$ cat src/rtl/game_round_ctrl.sv
// game_round_ctrl
// Two-player quiz round sequencer. It shows a question, arms the buzzers,
// arbitrates the first eligible buzz, judges the answer against the question
// table, holds the result for a fixed time, and ends the game on a 5-point
// score or after the last question.
//
// state  | meaning
// -------+---------------------------------------------------------------
// IDLE   | after reset, waiting for start
// SHOW   | one-cycle question display; a buzz here is a false start
// ARMED  | buzzers live, timeout counter running
// JUDGE  | one cycle: compare owner's answer, update score or lockout
// RESULT | verdict displayed for RESULT_CYCLES cycles
// DONE   | game over, winner valid, beep high; start begins a new game
module game_round_ctrl #(
    parameter int RESULT_CYCLES  = 50,
    parameter int TIMEOUT_CYCLES = 500
) (
    input  logic       clk,
    input  logic       rst_n,
    input  logic       start,
    input  logic       p1_btn,
    input  logic       p2_btn,
    input  logic [3:0] p1_ans,
    input  logic [3:0] p2_ans,
    input  logic [3:0] correct_ans,
    output logic [3:0] q_state,
    output logic [3:0] score_p1,
    output logic [3:0] score_p2,
    output logic [1:0] owner,
    output logic       verdict,
    output logic [1:0] winner,
    output logic       beep
);

    // One shared down-counter serves both the ARMED timeout and the RESULT hold.
    localparam int MAX_CYCLES = (RESULT_CYCLES > TIMEOUT_CYCLES) ? RESULT_CYCLES : TIMEOUT_CYCLES;
    localparam int CW         = (MAX_CYCLES > 1) ? $clog2(MAX_CYCLES + 1) : 1;

    localparam logic [CW-1:0] RESULT_LOAD  = CW'(RESULT_CYCLES);
    localparam logic [CW-1:0] TIMEOUT_LOAD = CW'(TIMEOUT_CYCLES);
    localparam logic [CW-1:0] CNT_LAST     = CW'(1);

    localparam logic [3:0] SCORE_MAX = 4'd5;
    localparam logic [3:0] LAST_Q    = 4'd9;

    localparam logic [1:0] OWN_NONE = 2'b00;
    localparam logic [1:0] OWN_P1   = 2'b01;
    localparam logic [1:0] OWN_P2   = 2'b10;
    localparam logic [1:0] WIN_TIE  = 2'b11;

    typedef enum logic [2:0] {
        S_IDLE,
        S_SHOW,
        S_ARMED,
        S_JUDGE,
        S_RESULT,
        S_DONE
    } state_t;

    state_t        state_q;
    logic [3:0]    q_q;
    logic [3:0]    score1_q;
    logic [3:0]    score2_q;
    logic [1:0]    owner_q;
    logic [1:0]    winner_q;
    logic          verdict_q;
    logic          beep_q;
    logic          lock1_q;
    logic          lock2_q;
    logic          prio2_q;      // 0: P1 wins a tie, 1: P2 wins a tie
    logic [CW-1:0] cnt_q;
    logic          btn1_prev_q;
    logic          btn2_prev_q;

    logic          buzz1;
    logic          buzz2;
    logic          elig1;
    logic          elig2;
    logic          tie_buzz;
    logic          grant1;
    logic          grant2;
    logic [3:0]    owner_ans;
    logic          answer_ok;
    logic          other_locked;
    logic          score_full;
    logic          armed_expire;
    logic          result_end;
    logic          next_question;
    logic [1:0]    winner_d;

    // Buzz edge detection, tie arbitration and judgement helpers
    always_comb begin
        buzz1        = p1_btn & ~btn1_prev_q;
        buzz2        = p2_btn & ~btn2_prev_q;
        elig1        = buzz1 & ~lock1_q;
        elig2        = buzz2 & ~lock2_q;
        tie_buzz     = elig1 & elig2;
        grant1       = elig1 & (~elig2 | ~prio2_q);
        grant2       = elig2 & (~elig1 | prio2_q);
        owner_ans    = (owner_q == OWN_P2) ? p2_ans : p1_ans;
        answer_ok    = (owner_ans == correct_ans);
        other_locked = (owner_q == OWN_P2) ? lock1_q : lock2_q;
        score_full   = (score1_q == SCORE_MAX) | (score2_q == SCORE_MAX);

        armed_expire  = (state_q == S_ARMED) & ~(grant1 | grant2) & (cnt_q <= CNT_LAST);
        result_end    = (state_q == S_RESULT) & (cnt_q <= CNT_LAST);
        // A wrong answer re-arms only while the other player may still buzz.
        next_question = armed_expire | (result_end & ~score_full & (verdict_q | other_locked));

        if (score1_q == SCORE_MAX) begin
            winner_d = OWN_P1;
        end else if (score2_q == SCORE_MAX) begin
            winner_d = OWN_P2;
        end else if (score1_q > score2_q) begin
            winner_d = OWN_P1;
        end else if (score2_q > score1_q) begin
            winner_d = OWN_P2;
        end else begin
            winner_d = WIN_TIE;
        end
    end

    // Round FSM with registered outputs
    always_ff @(posedge clk or negedge rst_n) begin
        if (!rst_n) begin
            state_q     <= S_IDLE;
            q_q         <= 4'd0;
            score1_q    <= 4'd0;
            score2_q    <= 4'd0;
            owner_q     <= OWN_NONE;
            winner_q    <= OWN_NONE;
            verdict_q   <= 1'b0;
            beep_q      <= 1'b0;
            lock1_q     <= 1'b0;
            lock2_q     <= 1'b0;
            prio2_q     <= 1'b0;
            cnt_q       <= '0;
            btn1_prev_q <= 1'b0;
            btn2_prev_q <= 1'b0;
        end else begin
            btn1_prev_q <= p1_btn;
            btn2_prev_q <= p2_btn;

            case (state_q)
                S_IDLE, S_DONE: begin
                    if (start) begin
                        state_q   <= S_SHOW;
                        q_q       <= 4'd0;
                        score1_q  <= 4'd0;
                        score2_q  <= 4'd0;
                        owner_q   <= OWN_NONE;
                        winner_q  <= OWN_NONE;
                        verdict_q <= 1'b0;
                        beep_q    <= 1'b0;
                        lock1_q   <= 1'b0;
                        lock2_q   <= 1'b0;
                    end
                end

                S_SHOW: begin
                    if (buzz1) begin
                        lock1_q <= 1'b1;
                    end
                    if (buzz2) begin
                        lock2_q <= 1'b1;
                    end
                    cnt_q   <= TIMEOUT_LOAD;
                    state_q <= S_ARMED;
                end

                S_ARMED: begin
                    if (grant1 | grant2) begin
                        owner_q <= grant2 ? OWN_P2 : OWN_P1;
                        if (tie_buzz) begin
                            prio2_q <= ~prio2_q;
                        end
                        state_q <= S_JUDGE;
                    end else if (cnt_q > CNT_LAST) begin
                        cnt_q <= cnt_q - CNT_LAST;
                    end
                end

                S_JUDGE: begin
                    if (answer_ok) begin
                        verdict_q <= 1'b1;
                        if (owner_q == OWN_P2) begin
                            if (score2_q != SCORE_MAX) begin
                                score2_q <= score2_q + 4'd1;
                            end
                        end else if (score1_q != SCORE_MAX) begin
                            score1_q <= score1_q + 4'd1;
                        end
                    end else begin
                        verdict_q <= 1'b0;
                        if (owner_q == OWN_P2) begin
                            lock2_q <= 1'b1;
                        end else begin
                            lock1_q <= 1'b1;
                        end
                    end
                    cnt_q   <= RESULT_LOAD;
                    state_q <= S_RESULT;
                end

                S_RESULT: begin
                    if (!result_end) begin
                        cnt_q <= cnt_q - CNT_LAST;
                    end else begin
                        verdict_q <= 1'b0;
                        if (score_full) begin
                            state_q  <= S_DONE;
                            winner_q <= winner_d;
                            beep_q   <= 1'b1;
                        end else if (!verdict_q && !other_locked) begin
                            cnt_q   <= TIMEOUT_LOAD;
                            state_q <= S_ARMED;
                        end
                    end
                end

                default: begin
                    state_q <= S_IDLE;
                end
            endcase

            // Shared next-question step; the last question ends the game instead of wrapping.
            if (next_question) begin
                lock1_q <= 1'b0;
                lock2_q <= 1'b0;
                owner_q <= OWN_NONE;
                if (q_q == LAST_Q) begin
                    state_q  <= S_DONE;
                    winner_q <= winner_d;
                    beep_q   <= 1'b1;
                end else begin
                    q_q     <= q_q + 4'd1;
                    state_q <= S_SHOW;
                end
            end
        end
    end

    assign q_state  = q_q;
    assign score_p1 = score1_q;
    assign score_p2 = score2_q;
    assign owner    = owner_q;
    assign verdict  = verdict_q;
    assign winner   = winner_q;
    assign beep     = beep_q;

endmodule

$ cat config.mk
export PLATFORM = sky130hd
export DESIGN_NAME = game_round_ctrl
export DESIGN_NICKNAME = d
export VERILOG_FILES = /design/src/rtl/game_round_ctrl.sv
export SDC_FILE = /design/constraint.sdc
export NUM_CORES = 1
export LEC_CHECK = 0
export CAP_MARGIN = 20
export CORE_ASPECT_RATIO = 0.8
export CORE_MARGIN = 8
export CORE_UTILIZATION = 58
export DETAILED_ROUTE_END_ITERATION = 16
export PLACE_DENSITY = 0.85
export SLEW_MARGIN = 20
export SYNTH_ARGS = -nofsm -noshare
export SYNTH_HDL_FRONTEND = slang
export SYNTH_SLANG_ARGS = --single-unit
$ cat constraint.sdc
create_clock -name clk -period 3.3 [get_ports clk]
set_input_delay 0.99 -clock clk [delete_from_list [all_inputs] [get_ports clk]]
set_output_delay 0.99 -clock clk [all_outputs]
set_load 0.02 [all_outputs]
==> metrics.csv <==
stage;metric;value;unit
min_path;hold_end;prio2_q;
min_path;holdCritPathClass;reg -> reg;
final_layout;num_antenna_cells;0;
final_layout;final_core_util;73.9;%
global_routing;grt.total_usage;18.7;%
clock_tree;cts.sinks;35;
timing;hold_viol_final;0;
power_and_ir_drop;irDropWorstVdd;0.330;mV
clock_tree;cts.htree.levels;2;
global_routing;grt-ovfl-total;0;
yosys;syn_area;0.00231;mm^2
clock_tree;post_cts_buffers;0;
setup_path;r2r_end;score_p1[0];
clock_tree;cts_inserted_buffers;5;
final_layout;fillers;307;
power_and_ir_drop;power.total;1.76;mW
setup_path;cpMostUsedCell;nor3b_1;
routing;postRouteAntennaNets;0;
setup_path;path_cells;clkdlybuf4s50_1 -> nor3b_1 -> a211oi_1 -> nor3b_1 -> nand4_1 -> nor3_1 -> mux2i_1;
yosys;synth-edff-count;0;
timing;timing.setup.tns;0;ps
placed_design;gp_congestion;0.841;
clock_tree;cts_resized;0;
yosys;synth.yosys.warnings;0;
yosys;syn_inst;267;
setup_path;reg2regPathDepth;6;
power_and_ir_drop;cellLeakagePower;1.14;nW
placed_design;hpwl;4100;um
placed_design;post_dp_cell_area;0.00273;mm^2
yosys;ys_ff_latch;35;
routing;totalWireLength;5460;um
timing;skew;6.32;ps
floorplan;dieArea;0.00628;mm^2
floorplan;die-height;72.5;um
placed_design;placedCellCount;354;
clock_tree;root_buffer;clkbuf_8;
min_path;hold_depth;1;
final_layout;fin_nets;335;
run_status;status;completed;
clock_tree;clock_path_buffers;2;
routing;drc_errors;0;
setup_path;critPathArrivalTime;3050;ps
setup_path;r2r-start;state_q[1];
timing;holdWs;505;ps
final_layout;area_delta_synth_final;21.6;%
placed_design;dp_slack;184;ps
setup_path;crit_type;in -> reg;
timing;worstMarginPinSlew;540;ps
setup_path;worst-endpoint-required;3500;ps
timing;fmaxAchievable;352;MHz
yosys;synth-main-ff-cell;dfrtp_1;
global_routing;grt_pass1_wl;9430;um
timing;fin_ws;458;ps
floorplan;coreArea;0.00380;mm^2
routing;post_drt_wl_per_cell;15.1;um
final_layout;fin_area;0.00281;mm^2
routing;via_per_inst;5.80;
final_layout;drive_gt1_share;6.19;%
timing;period_needed;2840;ps
setup_path;path_max_fanout;12;
job;max_cap_violations;0;
min_path;worstHoldStart;prio2_q;
timing;setup_viol;0;
timing;drv_slew;0;
timing;rsz0062_at_grt;no;
setup_path;r2r_slack;780;ps
yosys;seq_area_frac_synth;37.9;%
placed_design;port_buffers;34;
global_routing;grt_antenna_before_repair;0;
global_routing;grt_max_degree;36;
clock_tree;cts.clk_slew.worst_paths;70;ps
setup_path;slowest_delay;550;ps
yosys;avgSynthCellArea;8.66;um^2
clock_tree;cts_tree;yes;
setup_path;crit_path_end_kind;flip-flop;
clock_tree;clock_latency;280;ps
yosys;synth_cell_type_count;47;
floorplan;fp-row-count;20;
floorplan;start_util;60.8;%
final_layout;multiInputGateArea;0.00135;mm^2
power_and_ir_drop;power_density;626;mW/mm^2
setup_path;slowest_stage;nor3_1;
floorplan;die_w;86.6;um
final_layout;regArea;876;um^2
clock_tree;cts_hold_buf;0;
final_layout;final_cells;362;
routing;vias;2098;
routing;drt_iter0_drc;197;
floorplan;io_pins;35;
timing;slew_headroom;63.7;%
global_routing;grt_pass1_vias;1937;
setup_path;cp-start-kind;input pin;
routing;firstDrtPassIters;4;
timing;fin_crit_sh;86.1;%
yosys;ys_async_sr_fraction;100;%
yosys;synth_fp_nets;296;
-- final cells by class --
| cell class | count | area share [%] |
|---|---|---|
| Clock buffer | 7 | 2.71 |
| Clock inverter | 1 | 0.178 |
| Inverter | 13 | 1.73 |
| Multi-Input combinational cell | 210 | 47.8 |
| Sequential cell | 35 | 31.1 |
| Tap cell | 55 | 2.45 |
| Timing Repair Buffer | 41 | 14.0 |
-- power by group --
group	total, mW	switching (mW)	leakage [nW]	internal, mW
registers	0.678	0.146	0.451	0.532
clock network	0.294	0.146	0.0422	0.148
logic	0.788	0.449	0.643	0.339
-- kinds of logic (layout without fill, tap and decap cells) --
kind of cell	count (synthesis)	count (layout)	share of synthesized area [%]
and+or+nand+nor	96	96	21.4
AOI/OAI and AO/OA	84	84	22.8
DFF	35	35	37.9
buffers and inverters	22	62	4.00
adders and majority gates	12	12	6.49
muxes	12	12	5.19
xor gates and xnor gates	6	6	2.27
-- cell usage after synthesis, types with 2 or more instances --
library cell   n  share of area [%]
inv_1         13                2.1
o21a_1         4                1.3
a31oi_1        6                1.6
buf_2          2               0.43
nor3b_1        5                1.6
or3_1          2               0.54
nand2b_1       8                2.2
nand3_1        6                1.3
o211ai_1       2               0.65
or4_1          2               0.65
and2_1         3               0.81
ha_1          12                6.5
a22oi_1        2               0.65
xor2_1         3                1.1
a21oi_1       25                5.4
nor3_1         4               0.87
o21ai_0       24                5.2
a32o_1         4                1.7
or2_2          2               0.54
mux2i_1       12                5.2
nand3b_1       4                1.3
o31ai_1        5                1.6
dfrtp_1       35                 38
nor2b_1        6                1.6
o21bai_1       3               0.97
nor2_1        25                4.1
xnor2_1        3                1.1
nand2_1       21                3.4
clkbuf_1       6               0.97
-- cell usage in the layout, fill, tap and decap left out, types with 3 or more instances in the layout --
cell	instances
dfrtp_1	35
mux2i_1	12
nand2b_1	8
nand3b_1	4
clkdlybuf4s50_1	34
nor3b_1	5
buf_4	7
nand2_1	21
a31oi_1	6
nor2b_1	6
nor2_1	25
nand3_1	6
and2_1	3
xnor2_1	3
o21bai_1	3
inv_1	13
a32o_1	4
xor2_1	3
clkbuf_8	5
a21oi_1	25
o21a_1	4
nor3_1	4
o21ai_0	24
o31ai_1	5
ha_1	12
-- sequential cells by signal, summed over array words and instances, names as in the netlist, 2 cells and up --
name / flops
q_state: 4
cnt_q: 9
score_p1: 4
score_p2: 4
owner: 2
winner: 2
state_q: 3
-- layer usage --
layer  vias to the layer above  GRT usage, %  part of all wire, %  wire length (um)
li1                       1041             -                    -                 -
met1                       979          26.6                   51              2760
met2                        74          26.4                   41              2250
met3                         4          4.97                  7.4               404
met4                         0          6.10                 0.88                48
met5                         -             0                    0                 0
-- worst max-delay path: cells and delay by family --
kind            cells  cell delay, ps
simple gates        4            1300
buf+inv             1             430
mux                 1             250
compound gates      1              70
-- worst max-delay path by stage --
stage                    from     endpoint  slack (ps)
floorplan              p1_btn   q_state[0]         920
global placement    p2_ans[0]  score_p2[3]         270
detailed placement     p1_btn    winner[0]         180
CTS                    p1_btn    winner[0]         480
global route           p2_btn     cnt_q[6]         240
finish              p2_ans[0]  score_p1[0]         460
(Power assumes the default switching activity.)
